**config.mk**
```make
export PLATFORM = sky130hd
export DESIGN_NAME = game_ctrl_flat
export DESIGN_NICKNAME = d
export VERILOG_FILES = /design/src/rtl/game_ctrl_if.sv /design/src/rtl/game_ctrl.sv /design/src/flat_wrapper.sv
export SDC_FILE = /design/constraint.sdc
export NUM_CORES = 1
export LEC_CHECK = 0
export ABC_CLOCK_PERIOD_IN_PS = 2700
export BUFFER_PORTS_ARGS = -buffer_cell sky130_fd_sc_hd__buf_2
export CAP_MARGIN = 10
export CORE_ASPECT_RATIO = 1.1
export CORE_MARGIN = 10
export CORE_UTILIZATION = 35
export CTS_CLUSTER_DIAMETER = 50
export CTS_CLUSTER_SIZE = 24
export DETAILED_ROUTE_END_ITERATION = 12
export PLACE_DENSITY = 0.55
export REMOVE_ABC_BUFFERS = 1
export SYNTH_ARGS = -nofsm -noshare
export SYNTH_HDL_FRONTEND = slang
export SYNTH_SLANG_ARGS = --single-unit
export TNS_END_PERCENT = 100
```
**constraint.sdc**
```tcl
create_clock -name Clk -period 2.7 [get_ports Clk]
set_input_delay 0.405 -clock Clk [delete_from_list [all_inputs] [get_ports Clk]]
set_output_delay 0.405 -clock Clk [all_outputs]
set_load 0.01 [all_outputs]
```
**src/rtl/game_ctrl_if.sv**
```systemverilog
// rtl/game_ctrl_if.sv - pixel, key and frame inputs plus game status outputs of game_ctrl
interface game_ctrl_if;
    logic        frame_clk;
    logic [7:0]  keycode;
    logic        is_stickman;
    logic        is_obstacle;
    logic        playing;
    logic        game_over;
    logic [3:0]  speed;
    logic [15:0] score;
    logic [15:0] high_score;

    modport master (
        output frame_clk, keycode, is_stickman, is_obstacle,
        input  playing, game_over, speed, score, high_score
    );

    modport slave (
        input  frame_clk, keycode, is_stickman, is_obstacle,
        output playing, game_over, speed, score, high_score
    );
endinterface

```
**src/rtl/game_ctrl.sv**
```systemverilog
// rtl/game_ctrl.sv - game state machine, per-frame collision detect, BCD score, high score and speed level
module game_ctrl #(
    parameter logic [7:0]  SCORE_DIV  = 8'd6,
    parameter logic [15:0] SPEED_STEP = 16'h0050,
    parameter logic [3:0]  SPEED_MIN  = 4'd2,
    parameter logic [3:0]  SPEED_MAX  = 4'd9,
    parameter logic [7:0]  KEY_START  = 8'h28
) (
    input logic       Clk,
    input logic       Reset,
    game_ctrl_if.slave ctl
);

    localparam logic [1:0] S_IDLE = 2'd0;
    localparam logic [1:0] S_PLAY = 2'd1;
    localparam logic [1:0] S_OVER = 2'd2;

    logic [1:0]  state, state_n;
    logic        frame_dly, frame_tick;
    logic        hit_acc, hit_acc_n;
    logic        restart_armed, restart_armed_n;
    logic [7:0]  fcnt, fcnt_n;
    logic [15:0] score, score_n, score_inc;
    logic [15:0] high_score, high_score_n;
    logic [3:0]  speed, speed_n;
    logic        playing_r, game_over_r;
    logic        coincide, start_key, step_hit;

    // Saturating 4-digit BCD increment; 9999 stays put.
    function automatic logic [15:0] bcd_inc(input logic [15:0] v);
        logic [15:0] r;
        logic        carry;
        r     = v;
        carry = 1'b1;
        if (v != 16'h9999) begin
            for (int i = 0; i < 4; i++) begin
                if (carry) begin
                    if (r[i*4 +: 4] == 4'd9) begin
                        r[i*4 +: 4] = 4'd0;
                    end else begin
                        r[i*4 +: 4] = r[i*4 +: 4] + 4'd1;
                        carry       = 1'b0;
                    end
                end
            end
        end
        return r;
    endfunction

    assign coincide  = ctl.is_stickman & ctl.is_obstacle;
    assign start_key = (ctl.keycode == KEY_START);
    assign score_inc = bcd_inc(score);
    // Step detection looks at the two low BCD digits only, which covers steps of x50 and x100.
    assign step_hit  = (score_inc != score) && (score_inc != 16'h0000) &&
                       ((score_inc[7:0] == 8'h00) || (score_inc[7:0] == SPEED_STEP[7:0]));

    always_comb begin
        state_n         = state;
        hit_acc_n       = hit_acc;
        restart_armed_n = restart_armed;
        fcnt_n          = fcnt;
        score_n         = score;
        high_score_n    = high_score;
        speed_n         = speed;
        case (state)
            S_IDLE: begin
                if (start_key) begin
                    state_n   = S_PLAY;
                    score_n   = 16'h0000;
                    speed_n   = SPEED_MIN;
                    hit_acc_n = 1'b0;
                    fcnt_n    = 8'd0;
                end
            end
            S_PLAY: begin
                if (frame_tick) begin
                    hit_acc_n = 1'b0;
                    if (hit_acc | coincide) begin
                        state_n         = S_OVER;
                        restart_armed_n = 1'b0;
                        if (score > high_score)
                            high_score_n = score;
                    end else if (fcnt == SCORE_DIV - 8'd1) begin
                        fcnt_n  = 8'd0;
                        score_n = score_inc;
                        if (step_hit && speed < SPEED_MAX)
                            speed_n = speed + 4'd1;
                    end else begin
                        fcnt_n = fcnt + 8'd1;
                    end
                end else if (coincide) begin
                    hit_acc_n = 1'b1;
                end
            end
            S_OVER: begin
                // Enter must be seen released after the crash before it can restart.
                if (!start_key) begin
                    restart_armed_n = 1'b1;
                end else if (restart_armed) begin
                    state_n   = S_PLAY;
                    score_n   = 16'h0000;
                    speed_n   = SPEED_MIN;
                    hit_acc_n = 1'b0;
                    fcnt_n    = 8'd0;
                end
            end
            default: state_n = S_IDLE;
        endcase
    end

    always_ff @(posedge Clk) begin
        if (Reset) begin
            state         <= S_IDLE;
            frame_dly     <= 1'b0;
            frame_tick    <= 1'b0;
            hit_acc       <= 1'b0;
            restart_armed <= 1'b0;
            fcnt          <= 8'd0;
            score         <= 16'h0000;
            high_score    <= 16'h0000;
            speed         <= SPEED_MIN;
            playing_r     <= 1'b0;
            game_over_r   <= 1'b0;
        end else begin
            state         <= state_n;
            frame_dly     <= ctl.frame_clk;
            frame_tick    <= ctl.frame_clk & ~frame_dly;
            hit_acc       <= hit_acc_n;
            restart_armed <= restart_armed_n;
            fcnt          <= fcnt_n;
            score         <= score_n;
            high_score    <= high_score_n;
            speed         <= speed_n;
            playing_r     <= (state_n == S_PLAY);
            game_over_r   <= (state_n == S_OVER);
        end
    end

    assign ctl.playing    = playing_r;
    assign ctl.game_over  = game_over_r;
    assign ctl.speed      = speed;
    assign ctl.score      = score;
    assign ctl.high_score = high_score;

endmodule

```
**src/flat_wrapper.sv**
```systemverilog
// flat-port wrapper written by rule: the top's interface ports become plain ports
module game_ctrl_flat 
#(
    parameter logic [7:0]  SCORE_DIV  = 8'd6,
    parameter logic [15:0] SPEED_STEP = 16'h0050,
    parameter logic [3:0]  SPEED_MIN  = 4'd2,
    parameter logic [3:0]  SPEED_MAX  = 4'd9,
    parameter logic [7:0]  KEY_START  = 8'h28
)
  (Clk, Reset, ctl_frame_clk, ctl_keycode, ctl_is_stickman, ctl_is_obstacle, ctl_playing, ctl_game_over, ctl_speed, ctl_score, ctl_high_score);
  game_ctrl_if ctl_i ();
  input logic Clk;
  input logic Reset;
  input wire logic [$bits(ctl_i.frame_clk)-1:0] ctl_frame_clk;
  input wire logic [$bits(ctl_i.keycode)-1:0] ctl_keycode;
  input wire logic [$bits(ctl_i.is_stickman)-1:0] ctl_is_stickman;
  input wire logic [$bits(ctl_i.is_obstacle)-1:0] ctl_is_obstacle;
  output wire logic [$bits(ctl_i.playing)-1:0] ctl_playing;
  output wire logic [$bits(ctl_i.game_over)-1:0] ctl_game_over;
  output wire logic [$bits(ctl_i.speed)-1:0] ctl_speed;
  output wire logic [$bits(ctl_i.score)-1:0] ctl_score;
  output wire logic [$bits(ctl_i.high_score)-1:0] ctl_high_score;
  assign ctl_i.frame_clk = ctl_frame_clk;
  assign ctl_i.keycode = ctl_keycode;
  assign ctl_i.is_stickman = ctl_is_stickman;
  assign ctl_i.is_obstacle = ctl_is_obstacle;
  assign ctl_playing = ctl_i.playing;
  assign ctl_game_over = ctl_i.game_over;
  assign ctl_speed = ctl_i.speed;
  assign ctl_score = ctl_i.score;
  assign ctl_high_score = ctl_i.high_score;
  game_ctrl #(.SCORE_DIV(SCORE_DIV), .SPEED_STEP(SPEED_STEP), .SPEED_MIN(SPEED_MIN), .SPEED_MAX(SPEED_MAX), .KEY_START(KEY_START)) u_core (.Clk(Clk), .Reset(Reset), .ctl(ctl_i));
endmodule
```
==> flow_metrics.tcl <==
set metrics [dict create \
    outcome "finished clean" \
    postSynth.asyncResetShare_pct 0 \
    post_route_cells_drive_above_1_share_pct 22.1 \
    first_global_vias 2970 \
    gp_routability_congestion 0.846 \
    share_seq_of_total_power_pct 62.1 \
    final.setup.tns_ps 0 \
    worst_case_hold_slack_ps 348 \
    dp.cells 574 \
    timing_limited_maximum_frequency_mhz 397 \
    dp.final_hpwl_um 6520 \
    yosysWarningCount 0 \
    synth.distinct_cells 65 \
    mostFrequentLayoutCells "sky130_fd_sc_hd__nand2_1, sky130_fd_sc_hd__dfxtp_1, sky130_fd_sc_hd__buf_2" \
    viasPerCell 5.20 \
    power.switching_fraction_pct 22.6 \
    tritoncts.num_buffers 5 \
    worst_hold_path_type "primary input to flip-flop" \
    cellPowerDensity_mw_per_mm2 319 \
    final-hold-violation-count 0 \
    fin_cells 581 \
    grt.met3_usage_pct 3.07 \
    synth_top_flop_cell "sky130_fd_sc_hd__dfxtp_1" \
    ctsHoldBuffers 0 \
    multi_input_comb_area_mm2 0.00200 \
    postLayoutCellArea_mm2 0.00389 \
    drv_cap 0 \
    crit_path_start_kind "flip-flop" \
    finalMaxSlewViolations 0 \
    crit_type "flip-flop to flip-flop" \
    static-leakage-power_nw 1.60 \
    globalRoute.busiestLayer "met2" \
    detailedRoute.firstPassIterationCount 4 \
    finalSetupViolations 0 \
    grt.overflow.total 0 \
    vias 3024 \
    initial_core_utilization_pct 36.2 \
    synthToLayoutAreaGrowth_pct 20.0 \
    total_switching_power_uw 280 \
    mappedNetlistArea_mm2 0.00324 \
    cp_data_required_time_ps 2930 \
    std_cell_rows 36 \
    avgSynthCellArea_um2 8.22 \
    power_frac_comb_pct 3.2 \
    design.die.area_mm2 0.0135 \
    clock_power_share_pct 34.7 \
    clock_sink_count 52 \
    slew_of_the_pin_with_the_lowest_slew_margin_ps 632 \
    critical_path_peak_fanout 5 \
    cpPeakStageDelay_ps 570 \
    route.final.wire_length_um 8390 \
    relSlewSlack_pct 57.7 \
    cp.arrival_ps 2750 \
    wire_length_of_the_first_global_routing_pass_um 14200 \
    layout_worst_path_cycle_share_pct 93.4 \
    cell_internal_pwr_uw 959 \
    core_mm2 0.00896 \
    route.detailed.wl_per_inst_um 14.4 \
    vdd_drop_max_v 0.000216 \
    dieWidth_um 112 \
    postSynthCellCount 394 \
    pin_count_of_the_biggest_net_entering_global_routing 35 \
    cts-root-buf "sky130_fd_sc_hd__clkbuf_8" \
    synth.ff_latch_count 52 \
    cp_cell_sequence "ha_2 -> nand4b_1 -> or3_1 -> o22ai_1 -> a311oi_1 -> or4_4 -> or4_1 -> a31oi_1" \
    endpoint_type_of_the_worst_setup_path "flip-flop" \
    clk_path_buf_depth 2 \
    post_route_minimum_period_ps 2520 \
    fillers 938 \
    placed_area_mm2 0.00380 \
    grt_antenna_before_repair 0 \
    drcViolationCount 0 \
    grt.met1_usage_pct 15.1 \
    timing.critical_path.slowest_stage_cell "sky130_fd_sc_hd__or4_4" \
    worstSkewPairLatency_ps 310 \
    nets 506 \
    port-buffer-count 50 \
    register_area_mm2 0.00104 \
    synth_enable_flop_cells 0 \
    die_height_um 121 \
    synth_top_cell_by_area "sky130_fd_sc_hd__dfxtp_1" \
    grt_util_met2_pct 20.8 \
    post-cts-setup-buffer-count 0 \
    route.antenna.remaining_nets 0 \
    clock_tree_from_tritoncts "yes" \
    cts.repair.resized 0 \
    synth_largest_type_area_fraction_pct 32.1 \
    cts.htree.levels 2 \
    worst_clock_skew_ps 6.00 \
    io_pins 51 \
    drt_iter0_drc 148 \
    clk_pin_slew_worst_paths_ps 90 \
    synth_seq_area_share_pct 32.1 \
    antennaDiodeCount 0 \
    leading_cell_type_in_the_layout_fill_and_taps_excluded "sky130_fd_sc_hd__nand2_1" \
    rsz0062_at_grt "false" \
    track_usage_pct 12.3 \
    yosys-top-cells-area "sky130_fd_sc_hd__dfxtp_1, sky130_fd_sc_hd__ha_1, sky130_fd_sc_hd__nand2_1" \
]
## power by group through the flow
| stage | Sequential, mW | Combinational (mW) | Clock, mW |
|---|---|---|---|
| floorplan | 0.787 | 0.0153 | 0 |
| global placement | 0.787 | 0.0397 | 0 |
| detailed placement | 0.787 | 0.0405 | 0 |
| CTS | 0.769 | 0.0406 | 0.451 |
| global route | 0.769 | 0.0447 | 0.486 |
| finish | 0.769 | 0.0399 | 0.430 |
## worst max-delay path, delay by kind of cell, from the launching register on
kind,cells,cell delay (ps)
AO/OA/AOI/OAI,3,360
adder cells (fa/ha/maj),1,230
flip-flops,1,370
AND/OR/NAND/NOR,4,1490
## through the flow
stage	util, %	total power, mW	setup WS [ps]
finish	43.4	1.24	179
global route	43.4	1.30	13.5
CTS	43.2	1.26	91.4
detailed placement	42.4	0.827	116
global placement	42.4	0.827	153
floorplan	-	0.802	-195
## synth_stat cells, drive strengths merged (2+ instances only)
cell and instances:
nand4b 2, a2bb2oi 2, nand4bb 2, o31ai 9, ha 26, nor2 27
a21boi 2, o2111ai 2, inv 26, o311ai 2, xnor2 2, and3b 2
o22ai 3, or2 2, o211ai 2, dfxtp 52, nor2b 8, buf 8
o41ai 2, a31oi 4, o21a 3, a21oi 16, a21o 4, nand3 10
o21ai 20, or3 3, and2 3, nand4 7, a211oi 4, xor2 5
nand2 58, clkbuf 12, mux2i 18, a2111oi 5, nand3b 4, nand2b 5
and3 7, or4 3, nor4 5, nor3 2
## per-layer routing
layer / part of all wire, % / vias to the layer above
met5: 0 / -
met4: 1.0 / 0
met3: 5.8 / 9
met2: 46 / 73
met1: 47 / 1390
li1: - / 1552
## kinds of logic after synthesis
logic type | after synthesis | synth area share, %
AO/OA/AOI/OAI | 88 | 18.8
XOR/XNOR | 7 | 1.89
adder cells (fa/ha/maj) | 26 | 10.0
buffers and inverters | 47 | 6.53
flip-flops | 52 | 32.1
multiplexers | 19 | 5.91
AND/OR/NAND/NOR | 155 | 24.7
## final cells by class
cell class	count	share of cell area, %
sequential	52	26.8
multi-input combinational	295	51.6
inverter	27	2.61
clock inverter	1	0.129
timing repair buffer	86	13.4
tap	114	3.67
clock buffer	6	1.87
## registers in the layout (all words and copies together), names as in the netlist, 2 cells and up
signal,cells
u_core.fcnt,8
u_core.ctl.score,16
u_core.ctl.high_score,16
u_core.state,2
u_core.ctl.speed,4
## worst paths after layout
path	startpoint	end	slack [ps]	cells past startpoint
max	u_core.ctl.score[0]	u_core.ctl.speed[2]	180	8
min	ctl_frame_clk	u_core.frame_dly	350	2
max reg2reg	u_core.ctl.score[0]	u_core.ctl.speed[2]	180	8
min reg2reg	u_core.frame_dly	u_core.frame_tick	390	1
No activity file was read; power rests on OpenSTA's default activity.
